## src/rtl/cpu_pkg.sv

```systemverilog
// cpu_pkg: shared CPU types for the alu and the alu-sharing arbiter
package cpu_pkg;
  typedef enum logic [2:0] {
    ALU_ADD, ALU_SUB, ALU_AND, ALU_OR, ALU_XOR, ALU_SLL, ALU_SRL, ALU_MUL
  } aluFunc_t;
  typedef enum logic {ARB_IDLE, ARB_MULWAIT} arbState_t;
  localparam int N_ALU_REQ = 2;
endpackage

```

## src/rtl/alu.sv

```systemverilog
// alu: combinational alu, result truncated to WIDTH
module alu
  import cpu_pkg::*;
#(
  parameter int WIDTH = 8
) (
  input  logic [WIDTH-1:0] a,
  input  logic [WIDTH-1:0] b,
  input  aluFunc_t         func,
  output logic [WIDTH-1:0] result
);
  always_comb begin
    result = '0;
    case (func)
      ALU_ADD: result = a + b;
      ALU_SUB: result = a - b;
      ALU_AND: result = a & b;
      ALU_OR:  result = a | b;
      ALU_XOR: result = a ^ b;
      ALU_SLL: result = a << b;
      ALU_SRL: result = a >> b;
      // low WIDTH bits of a product are identical for signed and unsigned operands
      ALU_MUL: result = a * b;
      default: result = '0;
    endcase
  end
endmodule

```

## src/rtl/alu_share_arb.sv

```systemverilog
// alu_share_arb: round-robin sharing of one alu between two requesters, with a multi-cycle MUL
module alu_share_arb
  import cpu_pkg::*;
#(
  parameter int WIDTH      = 8,
  parameter int MUL_CYCLES = 2
) (
  input  logic                                clk,
  input  logic                                rst,
  input  logic [N_ALU_REQ-1:0]                req_valid,
  output logic [N_ALU_REQ-1:0]                req_ready,
  input  logic [N_ALU_REQ-1:0][WIDTH-1:0]     req_a,
  input  logic [N_ALU_REQ-1:0][WIDTH-1:0]     req_b,
  input  aluFunc_t [N_ALU_REQ-1:0]            req_func,
  output logic [N_ALU_REQ-1:0]                rsp_valid,
  output logic [WIDTH-1:0]                    rsp_result,
  output logic                                busy
);
  localparam int CW = $clog2(MUL_CYCLES) + 1;
  arbState_t state, state_nxt;
  logic [CW-1:0] cnt, cnt_nxt;
  logic last_grant, g, accept, multi, cap, op_vld, op_id;
  logic [WIDTH-1:0] op_a, op_b, alu_result;
  aluFunc_t op_func;
  alu #(.WIDTH(WIDTH)) u_alu (
    .a(op_a),
    .b(op_b),
    .func(op_func),
    .result(alu_result)
  );
  assign busy = state == ARB_MULWAIT;
  always_comb begin
    g = (&req_valid) ? ~last_grant : req_valid[1];
    req_ready = (state == ARB_IDLE && |req_valid && !rst) ? N_ALU_REQ'(1) << g : '0;
    accept = |(req_valid & req_ready);
    multi = req_func[g] == ALU_MUL && MUL_CYCLES > 1;
    // the op held in the op regs is captured on the first cycle the alu is not stalled by a MUL
    cap = op_vld && state == ARB_IDLE;
    state_nxt = state;
    cnt_nxt = cnt;
    if (state == ARB_MULWAIT) begin
      cnt_nxt = cnt - CW'(1);
      state_nxt = cnt == CW'(1) ? ARB_IDLE : ARB_MULWAIT;
    end else if (accept && multi) begin
      cnt_nxt = CW'(MUL_CYCLES - 1);
      state_nxt = ARB_MULWAIT;
    end
  end
  always_ff @(posedge clk) begin
    if (rst) begin
      state <= ARB_IDLE;
      cnt <= '0;
    end else begin
      state <= state_nxt;
      cnt <= cnt_nxt;
    end
  end
  always_ff @(posedge clk) begin
    if (rst) begin
      last_grant <= 1'b1;
      op_vld <= 1'b0;
      op_id <= 1'b0;
      op_a <= '0;
      op_b <= '0;
      op_func <= ALU_ADD;
      rsp_valid <= '0;
      rsp_result <= '0;
    end else begin
      op_vld <= accept || (op_vld && !cap);
      rsp_valid <= cap ? N_ALU_REQ'(1) << op_id : '0;
      if (cap) rsp_result <= alu_result;
      if (accept) begin
        last_grant <= g;
        op_id <= g;
        op_a <= req_a[g];
        op_b <= req_b[g];
        op_func <= req_func[g];
      end
    end
  end
endmodule

```

## config.mk

```make
export PLATFORM = sky130hd
export DESIGN_NAME = alu_share_arb
export DESIGN_NICKNAME = d
export VERILOG_FILES = /design/src/rtl/cpu_pkg.sv /design/src/rtl/alu.sv /design/src/rtl/alu_share_arb.sv
export SDC_FILE = /design/constraint.sdc
export NUM_CORES = 1
export LEC_CHECK = 0
export ABC_AREA = 1
export ABC_CLOCK_PERIOD_IN_PS = 5100
export BUFFER_PORTS_ARGS = -buffer_cell sky130_fd_sc_hd__buf_4
export CAP_MARGIN = 5
export CELL_PAD_IN_SITES_DETAIL_PLACEMENT = 1
export CELL_PAD_IN_SITES_GLOBAL_PLACEMENT = 1
export CORE_ASPECT_RATIO = 1.5
export CORE_MARGIN = 2
export CORE_UTILIZATION = 25
export DETAILED_ROUTE_END_ITERATION = 12
export PLACE_DENSITY = 0.53
export SLEW_MARGIN = 20
export SYNTH_ARGS = -nofsm -noshare
export SYNTH_HDL_FRONTEND = slang
export SYNTH_SLANG_ARGS = --single-unit
```

## constraint.sdc

```tcl
create_clock -name clk -period 5.1 [get_ports clk]
set_input_delay 0.255 -clock clk [delete_from_list [all_inputs] [get_ports clk]]
set_output_delay 0.255 -clock clk [all_outputs]
set_load 0.02 [all_outputs]
```

# Word level (Yosys, flattened, before mapping)
# Cells that the tools add are included.
# Widths: inputs -> output; s select.
dict set report classes {
  add_sub_neg 3
  multipliers 1
  n_lt_le_gt_ge 1
  eq_ne 9
  shifts 4
  n_mux 14
  bitwise 7
  n_reduce_logical 14
}
# cell n
set op_table {}
lappend op_table {{$pmux 8 s8} 1}
lappend op_table {{$mux 8} 4}
lappend op_table {{$eq 3x3->1 const B} 5}
lappend op_table {{$add 8x8->8} 1}
lappend op_table {{$and 8x8->8} 1}
lappend op_table {{$mul 8x8->8} 1}
lappend op_table {{$or 8x8->8} 1}
lappend op_table {{$shl 8x8->8} 1}
lappend op_table {{$shr 8x8->8} 1}
lappend op_table {{$sub 8x8->8} 1}
lappend op_table {{$xor 8x8->8} 1}
lappend op_table {{$eq 3x2->1 const B} 2}
lappend op_table {{$mux 2} 3}
lappend op_table {{$mux 3} 2}
lappend op_table {{$reduce_or 2->1} 3}
lappend op_table {{$logic_and 1x1->1} 5}
lappend op_table {{$mux 1} 4}
lappend op_table {{$shl 1x1->2 const A} 2}
lappend op_table {{$eq 3x1->1 const B} 1}
lappend op_table {{$logic_not 3->1} 1}
lappend op_table {{$not 1->1} 3}
lappend op_table {{$and 2x2->2} 1}
lappend op_table {{$eq 2x1->1 const B} 1}
lappend op_table {{$logic_not 1->1} 2}
lappend op_table {{5 further kinds} 5}
dict set report word_totals {
  reg_bits 35
  input_bits 42
  output_inout_bits 13
  word_cells 63
}

# Depth between registers and ports, before layout
dict set report depth {
  word_depth 9
  mapped_depth 25
  mapped_depth_nobuf 24
}

# Hierarchy
# A second synthesis with hierarchy kept.
dict set report unflattened {
  cells_unflattened 651
  area_unflattened_um2 4042.6
}
# module n_inst cells_per_inst area_each_um2 seq_area_each_um2
set modules_own_cells {}
lappend modules_own_cells {alu 1 447 2575.0 0.0}
lappend modules_own_cells {alu_share_arb 1 204 1467.7 700.7}

# Worst setup path before layout
# No wires, ideal clock.
dict set report synth_path {
  path_type {register to register}
  from {reg op_b[2]}
  to {reg rsp_result[7]}
  arrival_time_ns 3.550
  required_ns 4.991
  setup_slack_ns 1.441
  path_stages_with_launch 19
  path_buffers 2
  period_less_slack_ns 3.659
  cell_sequence {dfxtp_1 clkbuf_2 buf_2 nand2_1 fa_1 fa_1 inv_1 fa_1 inv_1 fa_1 inv_1 ha_1 o21ai_0 and2_1 nand3_1 nand3_1 nand3_1 nand2_1 inv_1}
}
dict set report synth_via {
  elab_chain_cells 2
}
# element line
set synth_rtl {}
lappend synth_rtl {{start, declared} alu_share_arb.sv:23} ;# logic [WIDTH-1:0] op_a, op_b, alu_result;
lappend synth_rtl {{start signal, assigned} alu_share_arb.sv:76} ;# op_b <= req_b[g];
lappend synth_rtl {{$mul 8x8->8, or another cell as far along} alu.sv:23} ;# ALU_MUL: result = a * b;
lappend synth_rtl {{$pmux 8 s8 *} alu.sv:14} ;# case (func)
lappend synth_rtl {{end signal, assigned} alu_share_arb.sv:71} ;# if (cap) rsp_result <= alu_result;
lappend synth_rtl {{end, declared} alu_share_arb.sv:16} ;# output logic [WIDTH-1:0] rsp_result,
# Mark *: on every way between the ends. The rest lies on a longest branch, timed or not.
# A chain may end at the register's enable or synchronous reset.

# Final worst setup path
dict set report layout_path {
  from {reg op_b[2]}
  to {reg rsp_result[6]}
}
# Same word-level chain as after synthesis.

==> results.cfg <==
[detailed_routing]
drc = 0
ant_nets = 0
drt_pass1_iterations = 4
routedWlPerCell_um = 17.2
dr_total_vias = 4284
via_per_inst = 4.78
drt_iter0_drc = 124
routed_wl_mm = 15.4

[floorplanning]
coreArea_mm2 = 0.0161
chipHeight_um = 161
die_width_um = 109
io_pins = 55
start_util_pct = 25.5
rows = 57
dieArea_mm2 = 0.0175

[clock_network]
clock_tree.root_cell = clkbuf_16
clk-insertion-delay-late_ns = 0.28
cts_max_level = 2
cts_tree = built
cts-buffers-inserted = 5
clock_path_buffers = 2
cts_resized = 0
cts_sinks = 35
ctsHoldBuffers = 0
clk_pin_slew_ns = 0.06
cts_setup_buffers = 0

[critical_path]
crit_type = reg -> reg
cp_slowest_cell = dfxtp_1
reg2reg_from = op_b[2]$_SDFFE_PP0P_
startpoint_type = flop
r2r_slack_ns = 0.93
end_kind = flop
path_cells = nand2_1 -> fa_1 -> fa_1 -> inv_1 -> fa_1 -> inv_1 -> fa_1 -> inv_1 -> ha_1 -> xor2_1 -> o21ai_0 -> a21oi_1 -> nand3_1 -> nand2_1 -> inv_1
path_max_fanout = 17
max_stage_delay_ns = 0.81
crit_start = op_b[2]$_SDFFE_PP0P_
critPathRequiredTime_ns = 5.28
crit_arrival_ns = 4.36
cp_top_family = adder cells
critPathBufInv = 4

[synth]
ys_async_sr_fraction_pct = 0
muxShareOfSynthArea_pct = 0
syn_nets = 744
synth_top_family_by_area = simple AND/OR/NAND/NOR gates
synth.distinct_cells = 48
synth-simple-area-share_pct = 32.8
synthAdderAreaFrac_pct = 18.8
synth-xor-area-share_pct = 2.77
ys.flop_type = dfxtp_1
synth_cells = 648
synth_compound_area_share_pct = 15.0
syn_area_per_cell_um2 = 6.34
ys_ff_latch = 35
ys_seq_area_share_pct = 17.1
yosys_warnings = 0
syn_area_mm2 = 0.00411
synth-edff-count = 0

[place]
gp_congestion = 0.837
dp_hpwl_mm = 12.5
place_inst = 888
port_buffers = 54

[hold_path]
hp-start = req_a[10]
hold_class = in -> reg

[cells_and_area]
layout-drive-gt1-share_pct = 14.3
syn_to_final_growth_pct = 17.3
num-fill-cells = 2117
antenna_cells = 0
final_common_cell = nand2_1
seq_area_um2 = 701
nets = 785
layout.cells.non_filler = 896
layout_common_cells = nand2_1 (203), inv_1 (109), buf_4 (57)
multi_input_area_mm2 = 0.00285

[power_and_ir_drop]
p_total_mw = 1.08
p_per_area_mw_per_mm2 = 224
vdd_drop_max_v = 0.000233
leakage_nw = 2.45

[timing]
slew_headroom_pct = 49.7
timing.final.crit_period_ns = 4.17
min_period_over_period_pct = 81.9
slew_viol_final = 0
hold_ws_ns = 0.233
hold_viol = 0
tightest_slew_ns = 0.753
fmax_mhz = 240
setup_violations = 0
finalClockSkew_ns = 0.00430
rsz0062_at_grt = no
setup_tns_ns = 0

[global_route]
antenna_found_initial = 0
grt_max_degree = 30
grt_use_total_pct = 18.4
grt_pass1_wl_mm = 24.7
grt_pass1_vias = 4779
grt_remaining_overflow = 0

[outcome]
status = complete, no violations

[run]
maxCapViolations = 0
## per-layer routing
layer	up-vias	wire (um)	track usage [%]
met4	0	438	6.29
met3	21	223	1.13
met2	53	8530	36.0
met5	-	0	0
li1	2137	-	-
met1	2073	6250	20.3
## state kept, by name, indices dropped and copies added, names as in the netlist
name	count
op_vld	1
op_id	1
op_func	3
rsp_valid	2
rsp_result	8
op_a	8
cnt	2
op_b	8
last_grant	1
busy	1
## worst register-to-register path: stages (launching register included)
cell     delay, ns
dfxtp_1       0.81
nand2_1       0.18
fa_1          0.46
fa_1          0.55
inv_1         0.05
fa_1          0.47
inv_1         0.05
fa_1          0.54
inv_1         0.05
ha_1          0.31
xor2_1        0.16
o21ai_0       0.10
a21oi_1       0.16
nand3_1       0.09
nand2_1       0.07
inv_1         0.04
## Yosys cell counts (all sizes together) (9+ instances only)
master	number	area share [%]
a21oi	27	3.5
nand3	43	5.4
inv	118	11
dfxtp	35	17
fa	13	6.3
nand4	9	1.4
xor2	10	2.1
ha	41	12
buf	17	2.1
o21ai	37	5.3
nand2	207	19
nor2	33	4.7
a31oi	17	2.6
## metrics by stage
| stage | area, um^2 | setup WS [ns] | util [%] |
|---|---|---|---|
| finish | 4820 | 0.925 | 29.9 |
| global route | 4820 | 0.641 | 29.9 |
| CTS | 4820 | 0.964 | 29.9 |
| detailed placement | 4680 | 0.978 | 29.1 |
| global placement | 4680 | 1.02 | 29.1 |
| floorplan | 4110 | 1.44 | - |
## final timing paths
check,end,cells past startpoint
max,rsp_result[6]$_SDFFE_PP0P_,15
min,op_a[2]$_SDFFE_PP0P_,3
max reg2reg,rsp_result[6]$_SDFFE_PP0P_,15
min reg2reg,rsp_valid[0]$_SDFF_PP0_,1
## cell type report
cell class,count,area share [%]
clock buffer,7,2.75
clock inverter,1,0.104
inverter,119,9.27
multi-input combinational,471,59.1
sequential,35,14.5
tap,206,5.35
timing repair buffer,57,8.88
## where the power goes
group          leakage (nW)  internal (mW)  total (mW)  switching (mW)
registers             0.288          0.298       0.349          0.0502
logic                  2.10          0.162       0.433           0.271
clock network        0.0679          0.181       0.299           0.118
total                  2.45          0.641        1.08           0.440
## cells by family after synthesis
| group | Yosys count |
|---|---|
| buffers and inverters | 142 |
| AOI/OAI and AO/OA | 100 |
| and+or+nand+nor | 304 |
| xor gates and xnor gates | 13 |
| DFF | 35 |
| adders and majority gates | 54 |
Note: power is estimated with default switching activity, not from simulation.
